File: src/rtl/constants_pkg.sv
`default_nettype none
// ============================================================================
// Module      : constants_pkg
// Description : Shared numeric constants for the multiply scheduler.
// Revision    : 1.0 - initial release
// ============================================================================
package constants_pkg;

   // Cycles from operand issue to result write-back.
   localparam int MUL_LATENCY = 5;

   // Width of an architectural register index.
   localparam int REG_ADDR_W  = 5;

endpackage
`default_nettype wire

File: src/rtl/structure_pkg.sv
`default_nettype none
// ============================================================================
// Module      : structure_pkg
// Description : Shared data structures and helpers for the multiply scheduler.
// Revision    : 1.0 - initial release
// ============================================================================
package structure_pkg;
   import constants_pkg::*;

   // One stage of the in-flight tracking pipeline.
   typedef struct packed {
      logic                  valid;
      logic [REG_ADDR_W-1:0] dst;
      logic                  owner;
   } mul_slot_t;

   // Register x0 is hard-wired, so it never creates a dependency.
   function automatic logic reg_hit(input logic [REG_ADDR_W-1:0] r,
                                    input logic [REG_ADDR_W-1:0] d);
      return (r != '0) && (r == d);
   endfunction

endpackage
`default_nettype wire

File: src/rtl/mul_rr_arbiter.sv
`default_nettype none
// ============================================================================
// Module      : mul_rr_arbiter
// Description : Two-way round-robin arbiter with a 1-bit priority pointer.
//               The pointer moves to the other requester after any grant.
// Revision    : 1.0 - initial release
// ============================================================================
module mul_rr_arbiter (
   input  logic       clk,
   input  logic       rst,
   input  logic       en_i,
   input  logic [1:0] elig_i,
   output logic [1:0] grant_o,
   output logic       sel_o
);

   logic ptr_q;
   logic ptr_d;

   // Grant selection: pointer breaks ties, a lone eligible requester always wins.
   always_comb begin
      grant_o = 2'b00;
      if (en_i) begin
         if (elig_i == 2'b11) begin
            grant_o = ptr_q ? 2'b10 : 2'b01;
         end else begin
            grant_o = elig_i;
         end
      end
      sel_o = grant_o[1];
      ptr_d = ptr_q;
      if (|grant_o) begin
         ptr_d = ~grant_o[1];
      end
   end

   // Priority pointer register.
   always_ff @(posedge clk) begin
      if (rst) begin
         ptr_q <= 1'b0;
      end else begin
         ptr_q <= ptr_d;
      end
   end

endmodule
`default_nettype wire

File: src/rtl/mul_sched.sv
`default_nettype none
// ============================================================================
// Module      : mul_sched
// Description : Schedules two requesters onto one pipelined multiplier.
//               Tracks in-flight destinations in a fixed-latency slot
//               pipeline, blocks requesters with register hazards and
//               arbitrates round-robin among the rest.
//               Optional statistics counters: define MUL_SCHED_STATS_EN.
// Revision    : 1.0 - initial release
// ============================================================================
module mul_sched
   import constants_pkg::*;
   import structure_pkg::*;
(
   input  logic                  clk,
   input  logic                  rst,
   input  logic                  req_valid_i [0:1],
   input  logic [REG_ADDR_W-1:0] req_dst_i   [0:1],
   input  logic [REG_ADDR_W-1:0] req_src1_i  [0:1],
   input  logic [REG_ADDR_W-1:0] req_src2_i  [0:1],
   input  logic                  flush_i,
   output logic [1:0]            grant_o,
   output logic                  mul_issue_o,
   output logic                  mul_sel_o,
   output logic                  wb_valid_o,
   output logic [REG_ADDR_W-1:0] wb_dst_o,
   output logic                  wb_owner_o,
   output logic [31:0]           stat_issued_o,
   output logic [31:0]           stat_stall_o
);

   mul_slot_t slot_q [MUL_LATENCY];
   mul_slot_t slot_d [MUL_LATENCY];
   logic [1:0] hazard;
   logic [1:0] elig;
   logic       arb_sel;

   // Hazard check against every valid slot, including the one writing back now.
   always_comb begin
      hazard = 2'b00;
      for (int r = 0; r < 2; r++) begin
         for (int s = 0; s < MUL_LATENCY; s++) begin
            if (slot_q[s].valid &&
                (reg_hit(req_src1_i[r], slot_q[s].dst) ||
                 reg_hit(req_src2_i[r], slot_q[s].dst) ||
                 reg_hit(req_dst_i[r],  slot_q[s].dst))) begin
               hazard[r] = 1'b1;
            end
         end
      end
   end

   generate
      for (genvar r = 0; r < 2; r++) begin : g_elig
         assign elig[r] = req_valid_i[r] & ~hazard[r];
      end
   endgenerate

   // Nothing is granted while in reset or during a flush.
   mul_rr_arbiter u_arb (
      .clk     (clk),
      .rst     (rst),
      .en_i    (~rst & ~flush_i),
      .elig_i  (elig),
      .grant_o (grant_o),
      .sel_o   (arb_sel)
   );

   assign mul_issue_o = |grant_o;
   assign mul_sel_o   = arb_sel;

   // Slot pipeline next state: new grant enters stage 0, flush empties everything.
   always_comb begin
      slot_d[0].valid = mul_issue_o;
      slot_d[0].dst   = mul_issue_o ? req_dst_i[arb_sel] : '0;
      slot_d[0].owner = mul_issue_o & arb_sel;
      for (int s = 1; s < MUL_LATENCY; s++) begin
         slot_d[s] = slot_q[s-1];
      end
      if (flush_i) begin
         for (int s = 0; s < MUL_LATENCY; s++) begin
            slot_d[s] = '0;
         end
      end
   end

   // Slot pipeline register, shifted every cycle (multiplier never stalls).
   always_ff @(posedge clk) begin
      for (int s = 0; s < MUL_LATENCY; s++) begin
         if (rst) begin
            slot_q[s] <= '0;
         end else begin
            slot_q[s] <= slot_d[s];
         end
      end
   end

   assign wb_valid_o = slot_q[MUL_LATENCY-1].valid & ~rst;
   assign wb_dst_o   = wb_valid_o ? slot_q[MUL_LATENCY-1].dst : '0;
   assign wb_owner_o = wb_valid_o & slot_q[MUL_LATENCY-1].owner;

`ifdef MUL_SCHED_STATS_EN
   logic [31:0] issued_q;
   logic [31:0] issued_d;
   logic [31:0] stall_q;
   logic [31:0] stall_d;
   logic        stall;

   // A flush cycle is a deliberate kill, not a stall, so it is not counted.
   always_comb begin
      stall    = ~flush_i & ((req_valid_i[0] & ~grant_o[0]) |
                             (req_valid_i[1] & ~grant_o[1]));
      issued_d = issued_q + {31'd0, mul_issue_o};
      stall_d  = stall_q + {31'd0, stall};
   end

   // Statistics registers, wrapping naturally at 2^32.
   always_ff @(posedge clk) begin
      if (rst) begin
         issued_q <= '0;
         stall_q  <= '0;
      end else begin
         issued_q <= issued_d;
         stall_q  <= stall_d;
      end
   end

   assign stat_issued_o = issued_q;
   assign stat_stall_o  = stall_q;
`else
   assign stat_issued_o = '0;
   assign stat_stall_o  = '0;
`endif

endmodule
`default_nettype wire

File: config.mk
export PLATFORM = sky130hd
export DESIGN_NAME = mul_sched
export DESIGN_NICKNAME = d
export VERILOG_FILES = /design/src/rtl/constants_pkg.sv /design/src/rtl/structure_pkg.sv /design/src/rtl/mul_rr_arbiter.sv /design/src/rtl/mul_sched.sv
export SDC_FILE = /design/constraint.sdc
export NUM_CORES = 1
export LEC_CHECK = 0
export BUFFER_PORTS_ARGS = -buffer_cell sky130_fd_sc_hd__buf_2
export CELL_PAD_IN_SITES_DETAIL_PLACEMENT = 1
export CELL_PAD_IN_SITES_GLOBAL_PLACEMENT = 1
export CORE_MARGIN = 2
export CORE_UTILIZATION = 42
export CTS_BUF_LIST = sky130_fd_sc_hd__clkbuf_8
export DETAILED_ROUTE_END_ITERATION = 10
export PLACE_DENSITY = 0.86
export SLEW_MARGIN = 5
export SYNTH_ARGS = -nofsm -noshare
export SYNTH_HDL_FRONTEND = slang
export SYNTH_SLANG_ARGS = --single-unit
File: constraint.sdc
create_clock -name clk -period 8.1 [get_ports clk]
set_clock_uncertainty 0.2 [all_clocks]
set_input_delay 1.215 -clock clk [delete_from_list [all_inputs] [get_ports clk]]
set_output_delay 1.215 -clock clk [all_outputs]
set_load 0.005 [all_outputs]
# [Yosys cells after proc, flatten, opt, wreduce, memory -nomap -nowiden]
# Memory sizes are Yosys's and may differ from the RTL's.
# Cells that the tools add are included.
[totals] mem_count=1 ramBits=35 reg_bits=1 input_bits=35 word_cells=145
[mem_list] name="slot_q" words=5 word_bits=7 rd=5 rd_clocked_by_memory_dff=0 write_ports=5 line_no="mul_sched.sv:32" source="mul_slot_t slot_q [MUL_LATENCY];"
[classes] reduce_logical=67 n_lt_le_gt_ge=1 n_eq_ne=31 n_mux=27 bitwise=17
[op_table] cell="5-bit equality test" n=30
[op_table] cell="1-bit logical AND" n=40
[op_table] cell="35-bit two-way mux" n=1
[op_table] cell="7-bit two-way mux" n=5
[op_table] cell="5-bit nonzero test" n=6
[op_table] cell="5-bit two-way mux" n=5
[op_table] cell="1-bit logical OR" n=20
[op_table] cell="1-bit two-way mux" n=13
[op_table] cell="1-bit AND" n=6
[op_table] cell="2-bit two-way mux" n=3
[op_table] cell="1-bit inverter" n=5
[op_table] cell="1-bit OR" n=5
[op_table] cell="2-bit equality test, second input constant" n=1
[op_table] cell="2-bit greater-or-equal comparator, second input constant" n=1
[op_table] cell="1-bit inverter with 2-bit output" n=1
[op_table] cell="2-bit OR reduction" n=1

# [Depth between registers and ports, before layout]
# An unclocked memory read counts as a cell.
[depth] word_depth=23 mapped_depth=10 ltp_nobuf=8

# [Cells and area by module]
# From an unflattened synthesis, not the netlist that was laid out.
[unflattened] cells_unflattened=454 hier_area_um2=3742.3
[modules_own_cells] mod="mul_sched" area_each_um2=3679.8 instances=1 seq_area_each_um2=700.7 cells_per_inst=445
[modules_own_cells] mod="mul_rr_arbiter" area_each_um2=62.6 instances=1 seq_area_each_um2=20.0 cells_per_inst=9

# [Worst setup path before layout]
# OpenSTA, ideal clock, no wires.
[synth_timing] path_kind="in2out" startpoint="input req_src1_i[2] (netlist name)" endpoint="output grant_o[1]" slack_ns=3.453 n_path_buf=3 t_arrival_ns=3.232 stages=10 path_cell_list="buf_4 -> or4_4 -> nor2_4 -> nor4_1 -> o31ai_1 -> nand4_1 -> or3_1 -> buf_6 -> nor2_2 -> buf_4"
[synth_via] elab_chain_cells=15 elab_cells_between_ends=36
[synth_rtl] element="start, declared" line_no="mul_sched.sv:19" source="input logic [REG_ADDR_W-1:0] req_src1_i [0:1],"
[synth_rtl] element="5-bit equality test or 5-bit nonzero test (tied branches)" line_no="structure_pkg.sv:20" source="return (r != '0) && (r == d);"
[synth_rtl] element="1-bit logical AND" line_no="structure_pkg.sv:20"
[synth_rtl] element="1-bit logical OR" line_no="mul_sched.sv:44" source="(reg_hit(req_src1_i[r], slot_q[s].dst) ||"
[synth_rtl] element="1-bit logical OR" line_no="mul_sched.sv:45" source="reg_hit(req_src2_i[r], slot_q[s].dst) ||"
[synth_rtl] element="1-bit logical AND" line_no="mul_sched.sv:43" source="if (slot_q[s].valid &&"
[synth_rtl] element="1-bit two-way mux (4 in a row)" line_no="mul_sched.sv:43"
[synth_rtl] element="1-bit two-way mux *" line_no="mul_sched.sv:43"
[synth_rtl] element="1-bit inverter *" line_no="mul_sched.sv:55" source="assign elig[r] = req_valid_i[r] & ~hazard[r];"
[synth_rtl] element="1-bit AND *" line_no="mul_sched.sv:55"
[synth_rtl] element="2-bit equality test" line_no="mul_rr_arbiter.sv:24" source="if (elig_i == 2'b11) begin"
[synth_rtl] element="2-bit two-way mux *" line_no="mul_rr_arbiter.sv:24"
[synth_rtl] element="2-bit two-way mux *" line_no="mul_rr_arbiter.sv:23" source="if (en_i) begin"
[synth_rtl] element="end, declared" line_no="mul_sched.sv:22" source="output logic [1:0] grant_o,"
# Mark *: on every way between the ends. The rest lies on a longest branch, timed or not.

# [Final worst setup path]
[layout_timing] startpoint="input req_src2_i[1] (netlist name)" endpoint="output mul_sel_o"
[layout_via] elab_chain_cells=15 elab_cells_between_ends=36
[layout_rtl] element="start, declared" line_no="mul_sched.sv:20" source="input logic [REG_ADDR_W-1:0] req_src2_i [0:1],"
[layout_rtl] element="5-bit equality test or 5-bit nonzero test (tied branches)" line_no="structure_pkg.sv:20"
[layout_rtl] element="1-bit logical AND" line_no="structure_pkg.sv:20"
[layout_rtl] element="1-bit logical OR" line_no="mul_sched.sv:44"
[layout_rtl] element="1-bit logical OR" line_no="mul_sched.sv:45"
[layout_rtl] element="1-bit logical AND" line_no="mul_sched.sv:43"
[layout_rtl] element="1-bit two-way mux (4 in a row)" line_no="mul_sched.sv:43"
[layout_rtl] element="1-bit two-way mux *" line_no="mul_sched.sv:43"
[layout_rtl] element="1-bit inverter *" line_no="mul_sched.sv:55"
[layout_rtl] element="1-bit AND *" line_no="mul_sched.sv:55"
[layout_rtl] element="2-bit equality test" line_no="mul_rr_arbiter.sv:24"
[layout_rtl] element="2-bit two-way mux *" line_no="mul_rr_arbiter.sv:24"
[layout_rtl] element="2-bit two-way mux *" line_no="mul_rr_arbiter.sv:23"
[layout_rtl] element="end, declared" line_no="mul_sched.sv:24" source="output logic mul_sel_o,"
# Marks and branches as above.

==> metrics <==
number of synthesized flops with an enable pin=0; Seq/Total Area, Yosys=19.07%; largest net degree at the start of global routing=30; Avg Cell Area, Syn=8.164 µm²; RSZ-0062 raised after global routing=false; H-tree depth=2; Slowest-stage cell, CP=or4_4; Synth Instances=463; Synth Area in Adders=0%; hold buffer count at CTS=0; Area growth syn-to-layout=-2.317%; WL/cell=20.21 µm; cells along the critical path=buf_2 -> or4_4 -> nor2_4 -> nor4_1 -> o31ai_1 -> nand4_1 -> or3_1 -> nor2_2 -> buf_2; Max-cap violations=0; CP startpoint kind=input pin; Max Clock Freq=0.2021 GHz; WP data arrival=3530 ps; non-filler cells in the finished layout=564; slowest stage delay, CP=560 ps; total placed cells including tap cells=556; IO Port Bufs=45; Antenna Cells=0; LEAKAGE=1.564 nW; root buffer cell=clkbuf_8; Multi-input gate area=2502 µm²; via count=3040; RD Place Congestion=0.9595; post-synth cell types=28; Yosys reg bits=36; initial antenna violation count=0; Finished Cell Area=3692 µm²; simple-gate portion of the synthesized area=21.58%; actual slew at the worst max-slew pin=586.6 ps; Initial DRC Count=242; final layout net count=490; first-pass GRT wire length=16950 µm; Max VDD drop=66.81 µV; final wirelength=11400 µm; cell mode on critical path=buf_2; Tmin final=4947 ps; hold crit path type=flop to flop; setup bufs post-CTS=0; Pwr Total=425.0 µW; leading cell types in the layout, fill and taps excluded=90 x xnor2_1, 64 x conb_1, 60 x xor2_1; Post-Syn Area=3780 µm²; die area=9774 µm²; Overflow after GRT=0; largest family of logic cells by synthesized area=XOR/XNOR gates; vias per cell=5.390; Top-Level Pins=110; DP Area=3602 µm²; filler instances=1085; synth warn=0; Post-route DRC=0; multiplexer share of the synthesized area=0%; CP Class=input pin to output pin; Critical Path Stages=9; TritonCTS Buffers=5; Final Hold Fails=0; leading cell type in the layout, fill and taps excluded=xnor2_1; status=completed; vias in the first global route=3119; worst-case clock buffer depth=2; core area=8721 µm²; Reg2Reg Depth=7; layout cells sized above 1=14.91%; Final ANT Viol Nets=0; Synth Area in XOR/XNOR=34.76%; Die Y=98.87 µm; # rows=34; drt pass-1 iters=4; WP data required=6680 ps; CTS tree=done; Synth Flop Type=dfxtp_1; Die W=98.87 µm; # clock sinks=36; clock latency on the worst-skew pair=300 ps; final setup violation count=0; complex-gate fraction of the synthesized area=3.509%; Total GRT Usage=22.80%; Power Density=115.1 nW/µm²; Crit. End Element=output pin; Clock transition at path regs=70 ps; initial core utilization=43.34%; final critical-path share of the clock period=61.07%; CP Max Fanout=7; dpl hpwl=8197 µm; Slew Limit Headroom=60.53%; Final TNS setup=0 ps; CP delay by family, top=simple AND/OR/NAND/NOR gates; Critical path buffers and inverters=2; post-cts resize count=0; hold path cells=1; max-slew violations=0; Reg area=720.7 µm²; ys async rst share=0%
==> layout make-up <==
type,count,share of cell area (%)
Sequential cell,36,19.52
Inverter,3,0.3050
Clock buffer,6,2.237
Clock inverter,2,0.2033
Multi-Input combinational cell,363,67.77
Timing Repair Buffer,46,6.303
Tap cell,108,3.660
==> worst reg2reg max path, delay by kind of cell (launching register included) <==
kind / cells / cell delay (ps)
AND/OR/NAND/NOR: 3 / 880
flip-flops: 1 / 700
AO/OA/AOI/OAI: 3 / 560
XOR/XNOR: 1 / 300
==> routing by layer <==
layer / vias to the layer above / track usage (%) / part of all wire (%)
met5: - / 0 / 0
met4: 0 / 13.70 / 5.3
met3: 51 / 4.113 / 9.0
met2: 185 / 36.64 / 47
met1: 1465 / 28.33 / 39
li1: 1339 / - / -
==> per-stage QoR <==
stage	hold slack, ps	setup slack, ps	util, %
global placement	212.1	3270	41.31
floorplan	205.7	3453	-
global route	237.5	3018	42.34
detailed placement	216.2	3184	41.31
CTS	231.9	3155	42.34
finish	229.3	3153	42.34
==> cell usage after synthesis, drive strengths merged, types with 2 or more instances <==
| master | instances | area share, % |
|---|---|---|
| buf | 96 | 18 |
| xnor2 | 90 | 21 |
| xor2 | 60 | 14 |
| dfxtp | 36 | 19 |
| nand3 | 35 | 4.6 |
| and2 | 34 | 5.6 |
| nor4 | 30 | 5.0 |
| clkbuf | 28 | 2.8 |
| nor2 | 12 | 2.4 |
| o31ai | 10 | 2.0 |
| or4 | 6 | 1.8 |
| a21oi | 5 | 0.66 |
| o21ai | 5 | 0.66 |
| nor3 | 4 | 1.1 |
| inv | 3 | 0.30 |
| nand2 | 2 | 0.20 |
| nand4 | 2 | 0.33 |
| or3 | 2 | 0.33 |
==> path summary, 6_finish.rpt <==
check | slack (ps) | to | from
setup / recovery | 3150 | mul_sel_o | req_src2_i[1]
setup reg to reg | 5340 | slot_q[0][2] | slot_q[0][3]
hold / removal | 230 | slot_q[4][0] | slot_q[3][0]
hold reg to reg | 230 | slot_q[4][0] | slot_q[3][0]
==> cells by family after synthesis <==
family	count (synthesis)
flip-flops	36
AND/OR/NAND/NOR	128
XOR/XNOR	150
buffers and inverters	127
other	1
AO/OA/AOI/OAI	21
==> power breakdown <==
| group | leakage [nW] | total, mW | switching (mW) | internal [mW] |
|---|---|---|---|---|
| combinational | 1.22 | 0.103 | 0.0616 | 0.0413 |
| sequential | 0.291 | 0.190 | 0.00985 | 0.180 |
| clock | 0.0538 | 0.132 | 0.0652 | 0.0669 |
==> sequential cells by signal, summed over array words and instances, names as in the netlist <==
| name | cells |
|---|---|
| slot_q | 35 |
| u_arb.ptr_q | 1 |
Note: power is estimated with default switching activity, not from simulation.
